File: src/rtl/cmp_pkg.sv
// Shared types for the sequential magnitude comparator: FSM states, result
// encoding and the chunk-count helper used to size the chunk index.
package cmp_pkg;

    typedef enum logic [1:0] {IDLE, COMPARE, DONE} cmp_state_e;

    typedef enum logic [1:0] {RES_NONE, RES_GT, RES_EQ, RES_LT} cmp_res_e;

    function automatic int chunk_count(input int width, input int chunk);
        return width / chunk;
    endfunction

endpackage

File: src/rtl/sat_counter.sv
// Saturating up-counter used for the comparator outcome statistics.
// Holds at all-ones instead of wrapping; clears on the asynchronous reset.
module sat_counter #(
    parameter int CNT_W = 16
) (
    input  logic             clk,
    input  logic             rst,
    input  logic             inc,
    output logic [CNT_W-1:0] count
);

    always_ff @(posedge clk or posedge rst) begin
        if (rst) begin
            count <= '0;
        end else if (inc && (count != '1)) begin
            count <= count + CNT_W'(1);
        end
    end

endmodule

File: src/rtl/seq_mag_comparator.sv
// Multi-cycle magnitude comparator: walks CHUNK bits per cycle from the MSB and
// stops at the first differing chunk. Define CMP_STATS_EN for outcome counters.
module seq_mag_comparator
    import cmp_pkg::*;
#(
    parameter int WIDTH = 8,
    parameter int CHUNK = 2,
    parameter int CNT_W = 16
) (
    input  logic             clk,
    input  logic             rst,
    input  logic             in_valid,
    output logic             in_ready,
    input  logic [WIDTH-1:0] op_a,
    input  logic [WIDTH-1:0] op_b,
    input  logic             signed_mode,
    output logic             out_valid,
    input  logic             out_ready,
    output logic             r,
    output logic             g,
    output logic             b
`ifdef CMP_STATS_EN
    ,
    output logic [CNT_W-1:0] gt_count,
    output logic [CNT_W-1:0] eq_count,
    output logic [CNT_W-1:0] lt_count
`endif
);

    localparam int N     = chunk_count(WIDTH, CHUNK);
    localparam int IDX_W = (N > 1) ? $clog2(N) : 1;
    localparam logic [IDX_W-1:0] LAST_IDX = IDX_W'(N - 1);
    localparam logic [WIDTH-1:0] MSB_MASK = {1'b1, {(WIDTH-1){1'b0}}};

    if (WIDTH < 2 || CHUNK < 1 || (WIDTH % CHUNK) != 0 || CNT_W < 1) begin : g_param_check
        $error("seq_mag_comparator: WIDTH must be >= 2 and a multiple of CHUNK");
    end

    cmp_state_e       state_q, state_d;
    cmp_res_e         res_q;
    logic [WIDTH-1:0] sa_q, sb_q;
    logic [IDX_W-1:0] idx_q;
    logic [CHUNK-1:0] top_a, top_b;

    assign top_a = sa_q[WIDTH-1 -: CHUNK];
    assign top_b = sb_q[WIDTH-1 -: CHUNK];

    always_ff @(posedge clk or posedge rst) begin
        if (rst) begin
            state_q <= IDLE;
        end else begin
            state_q <= state_d;
        end
    end

    always_comb begin
        state_d = state_q;
        case (state_q)
            IDLE:    if (in_valid) state_d = COMPARE;
            COMPARE: if ((top_a != top_b) || (idx_q == '0)) state_d = DONE;
            DONE:    if (out_ready) state_d = IDLE;
            default: state_d = IDLE;
        endcase
    end

    // Flipping the MSB of both operands turns a two's-complement compare into
    // an unsigned one, so the chunk walk below never needs to know the mode.
    always_ff @(posedge clk or posedge rst) begin
        if (rst) begin
            sa_q  <= '0;
            sb_q  <= '0;
            idx_q <= '0;
            res_q <= RES_NONE;
        end else begin
            case (state_q)
                IDLE: begin
                    if (in_valid) begin
                        sa_q  <= signed_mode ? (op_a ^ MSB_MASK) : op_a;
                        sb_q  <= signed_mode ? (op_b ^ MSB_MASK) : op_b;
                        idx_q <= LAST_IDX;
                    end
                end
                COMPARE: begin
                    if (top_a > top_b) begin
                        res_q <= RES_GT;
                    end else if (top_a < top_b) begin
                        res_q <= RES_LT;
                    end else if (idx_q == '0) begin
                        res_q <= RES_EQ;
                    end else begin
                        sa_q  <= sa_q << CHUNK;
                        sb_q  <= sb_q << CHUNK;
                        idx_q <= idx_q - IDX_W'(1);
                    end
                end
                default: ;
            endcase
        end
    end

    assign in_ready  = (state_q == IDLE);
    assign out_valid = (state_q == DONE);
    assign r         = (res_q == RES_GT);
    assign g         = (res_q == RES_EQ);
    assign b         = (res_q == RES_LT);

`ifdef CMP_STATS_EN
    logic handshake;
    assign handshake = out_valid && out_ready;

    sat_counter #(.CNT_W(CNT_W)) u_gt_cnt (
        .clk   (clk),
        .rst   (rst),
        .inc   (handshake && (res_q == RES_GT)),
        .count (gt_count)
    );

    sat_counter #(.CNT_W(CNT_W)) u_eq_cnt (
        .clk   (clk),
        .rst   (rst),
        .inc   (handshake && (res_q == RES_EQ)),
        .count (eq_count)
    );

    sat_counter #(.CNT_W(CNT_W)) u_lt_cnt (
        .clk   (clk),
        .rst   (rst),
        .inc   (handshake && (res_q == RES_LT)),
        .count (lt_count)
    );
`endif

endmodule

File: config.mk
export PLATFORM = sky130hd
export DESIGN_NAME = seq_mag_comparator
export DESIGN_NICKNAME = d
export VERILOG_FILES = /design/src/rtl/cmp_pkg.sv /design/src/rtl/sat_counter.sv /design/src/rtl/seq_mag_comparator.sv
export SDC_FILE = /design/constraint.sdc
export NUM_CORES = 1
export LEC_CHECK = 0
export BUFFER_PORTS_ARGS = -buffer_cell sky130_fd_sc_hd__buf_2
export CAP_MARGIN = 20
export CORE_AREA = 4 4 51 53
export CTS_BUF_LIST = sky130_fd_sc_hd__clkbuf_4 sky130_fd_sc_hd__clkbuf_8 sky130_fd_sc_hd__clkbuf_16
export DETAILED_ROUTE_END_ITERATION = 16
export DIE_AREA = 0 0 55 57
export GPL_TIMING_DRIVEN = 0
export PLACE_DENSITY = 0.78
export SETUP_SLACK_MARGIN = 0.15
export SLEW_MARGIN = 20
export SYNTH_ARGS = -nofsm -noshare
export SYNTH_HDL_FRONTEND = slang
export SYNTH_SLANG_ARGS = --single-unit
File: constraint.sdc
create_clock -name clk -period 4.5 [get_ports clk]
set_clock_uncertainty 0.1 [all_clocks]
set_input_delay 0.225 -clock clk [delete_from_list [all_inputs] [get_ports clk]]
set_output_delay 0.225 -clock clk [all_outputs]
set_load 0.02 [all_outputs]
==> metrics.txt <==
final setup violation count 0; I/O pin cnt 26; register area share after synthesis 48.5%; layout cells sized above 1 23.8%; top sig layer met4; Die Ht 57 microns; Total Die Area between 3000 and 4000 sq um; number of global-route vias before repair 888; Switching Fraction 40.0%; Gate Count Post-Synth 118; Critical Path Max Stage Delay around 410 ps; Util after Layout between 60% and 70%; # fillers 172; kind of cell adding the most delay to the critical path flip-flops; Total Wirelength 2270 microns; leakage power 0.691 nW; gr ovfl total 0; Yosys top cell by area dfrtp_1; Starting DRT DRC Count 15; crit-path cells ha_1, and3b_1, a31oi_4, buf_6, nand2_1, o21ai_0; DRC 0; Int Power 0.000571 W; clock share of power 16.3%; initial antenna violation count 0; worst-margin pin slew 821 ps; peak supply drop 0.000457 V; Ys Warns 0; Synth top area share 48.5%; core area ~2100 sq um; layout net count approximately 180; HPWL after DPL 1600 microns; max frequency 0.529 GHz; Flop pwr share 35.2%; top cells by area, synth dfrtp_1 48%, mux2i_1 9.7%, nand2_1 8.6%; total clock sinks 22; Area Overhead vs Synth 22.2%; initial core utilization 52.9%; Sequential Area 551 sq um; Mapped Area around 1100 sq um; antenna viol nets, final 0; Clock Latency Late Sink 320 ps; met3 routed WL 88 microns; syn avg cell area between 9 and 10 sq um; largest net degree at the start of global routing 23; first-pass GRT wire length 3750 microns; Routed wire per std cell ~13 microns; GP Congestion 0.779; Tmin final 1890 ps; setup TNS 0 ps; Hold Vio Cnt, Final 1; Comb pwr share 48.5%; root buf cell clkbuf_4; MaxCap Viol Count 0; violated checks negative hold slack; WP data arrival 2020 ps; diode count 0; drt first pass iters 3; Seq cells post-synth 22; CTS Buffer Depth 2; CP Data Required Time 4630 ps; commonest cells after routing, fill and taps aside 26 x buf_2, 26 x nand2_1, 22 x dfrtp_1; RSZ-0062 raised after global routing no; status finished, violations left; CP endpoint kind flop; H-tree Lvls 1; M1 WL a little over 1000 microns; HP Class input pin to flop; routed wl met2 1110 microns; via/cell ratio 4.96; Critical Path Fanout Max 10; cell row count 17; area of the multi-input gates 505 sq um; WHS -2.34 ps; total CTS buffers 3; PwrDens 686 nW/um^2; Slew headroom a little under half; Yosys cell types 25; crit path launch type flop; cts repair resizes 0; GR Util All Layers 16.7%; CTS tree built; Clock transition at path regs 130 ps; port bufs 25; Syn Nets 142; Die Wd 55 microns; Tcrit/Tclk final 42.0%; max-slew violation count 0; critical path buffer and inverter count 1; Max stage delay cell, worst path dfrtp_1; via count 888; NetSw 0.000381 W; Crit Path Class flop to flop
-- cells in the mapped netlist, drive strengths merged --
master   number
a21o          1
nand2b        1
inv           9
nor3b         1
o21ai        17
nor2          5
nor2b         3
nand2        26
a22o          1
dfrtp        22
nand3         1
and3          1
mux2i        11
o2bb2ai       1
and3b         1
a32oi         1
a21oi         4
a31oi         1
and2          1
xnor2         2
buf           5
ha            3
-- worst reg2reg max path: stages (launching register included) --
cell and delay, ps:
dfrtp_1 410, ha_1 350, and3b_1 280, a31oi_4 320, buf_6 200, nand2_1 60, o21ai_0 80
-- metal layers --
| layer | vias to the layer above | global-route usage, % |
|---|---|---|
| met5 | - | 0 |
| met4 | 0 | 8.33 |
| met3 | 5 | 2.35 |
| met2 | 18 | 27.0 |
| met1 | 407 | 21.2 |
| li1 | 458 | - |
-- repair_timing --
| item | CTS | global route |
|---|---|---|
| hold endpoints to repair | 25 | 0 |
| setup buffers | 0 | 0 |
| hold buffers | 4 | 0 |
| setup endpoints to repair | 0 | 0 |
-- sequential cells by signal, summed over array words and instances (netlist names) --
signal   flops
sa_q         8
sb_q         8
idx_q        2
state_q      2
res_q        2
-- stage by stage --
stage          worst slack (ps)  cell area (sq um)  instances  total power [W]
2_1_floorplan              2880               1140        118         0.000687
3_3_place_gp               2730               1300        171         0.000779
3_5_place_dp               2670               1300        171         0.000796
4_1_cts                    2630               1390        179         0.000956
5_1_grt                    2540               1390        179          0.00103
6_report                   2610               1390        179         0.000952
-- cell families after synthesis --
group | count (synthesis) | share of synthesized area (%)
buffers and inverters | 14 | 7.05
XOR/XNOR | 2 | 1.54
flip-flops | 22 | 48.5
multiplexers | 11 | 9.69
AND/OR/NAND/NOR | 40 | 15.9
AO/OA/AOI/OAI | 26 | 14.1
adder cells (fa/ha/maj) | 3 | 3.30
-- power by group through the flow --
stage                     clock network, W  logic (W)  registers [W]
final                             0.000155   0.000462       0.000335
after global routing              0.000166   0.000515       0.000349
after CTS                         0.000158   0.000463       0.000335
after global placement                   0   0.000442       0.000337
after floorplan                          0   0.000360       0.000327
after detailed placement                 0   0.000455       0.000341
-- cell type report --
class / count / area share (%)
Clock inverter: 1 / 2.16
Sequential cell: 22 / 39.6
Multi-Input combinational cell: 82 / 36.4
Tap cell: 28 / 2.52
Buffer: 5 / 3.33
Timing Repair Buffer: 29 / 11.9
Clock buffer: 3 / 1.62
Inverter: 9 / 2.43
-- worst paths after layout --
kind,startpoint,to,slack (ps),cells past startpoint
min in group asynchronous,rst,sa_q[5],490,3
setup reg to reg,sa_q[7],sb_q[5],2610,6
max in group asynchronous,rst,state_q[0],3300,3
setup / recovery,sa_q[7],sb_q[5],2610,6
hold reg to reg,sb_q[4],sb_q[4],390,2
hold / removal,op_a[0],sa_q[0],-2,3
(Power assumes the default switching activity.)
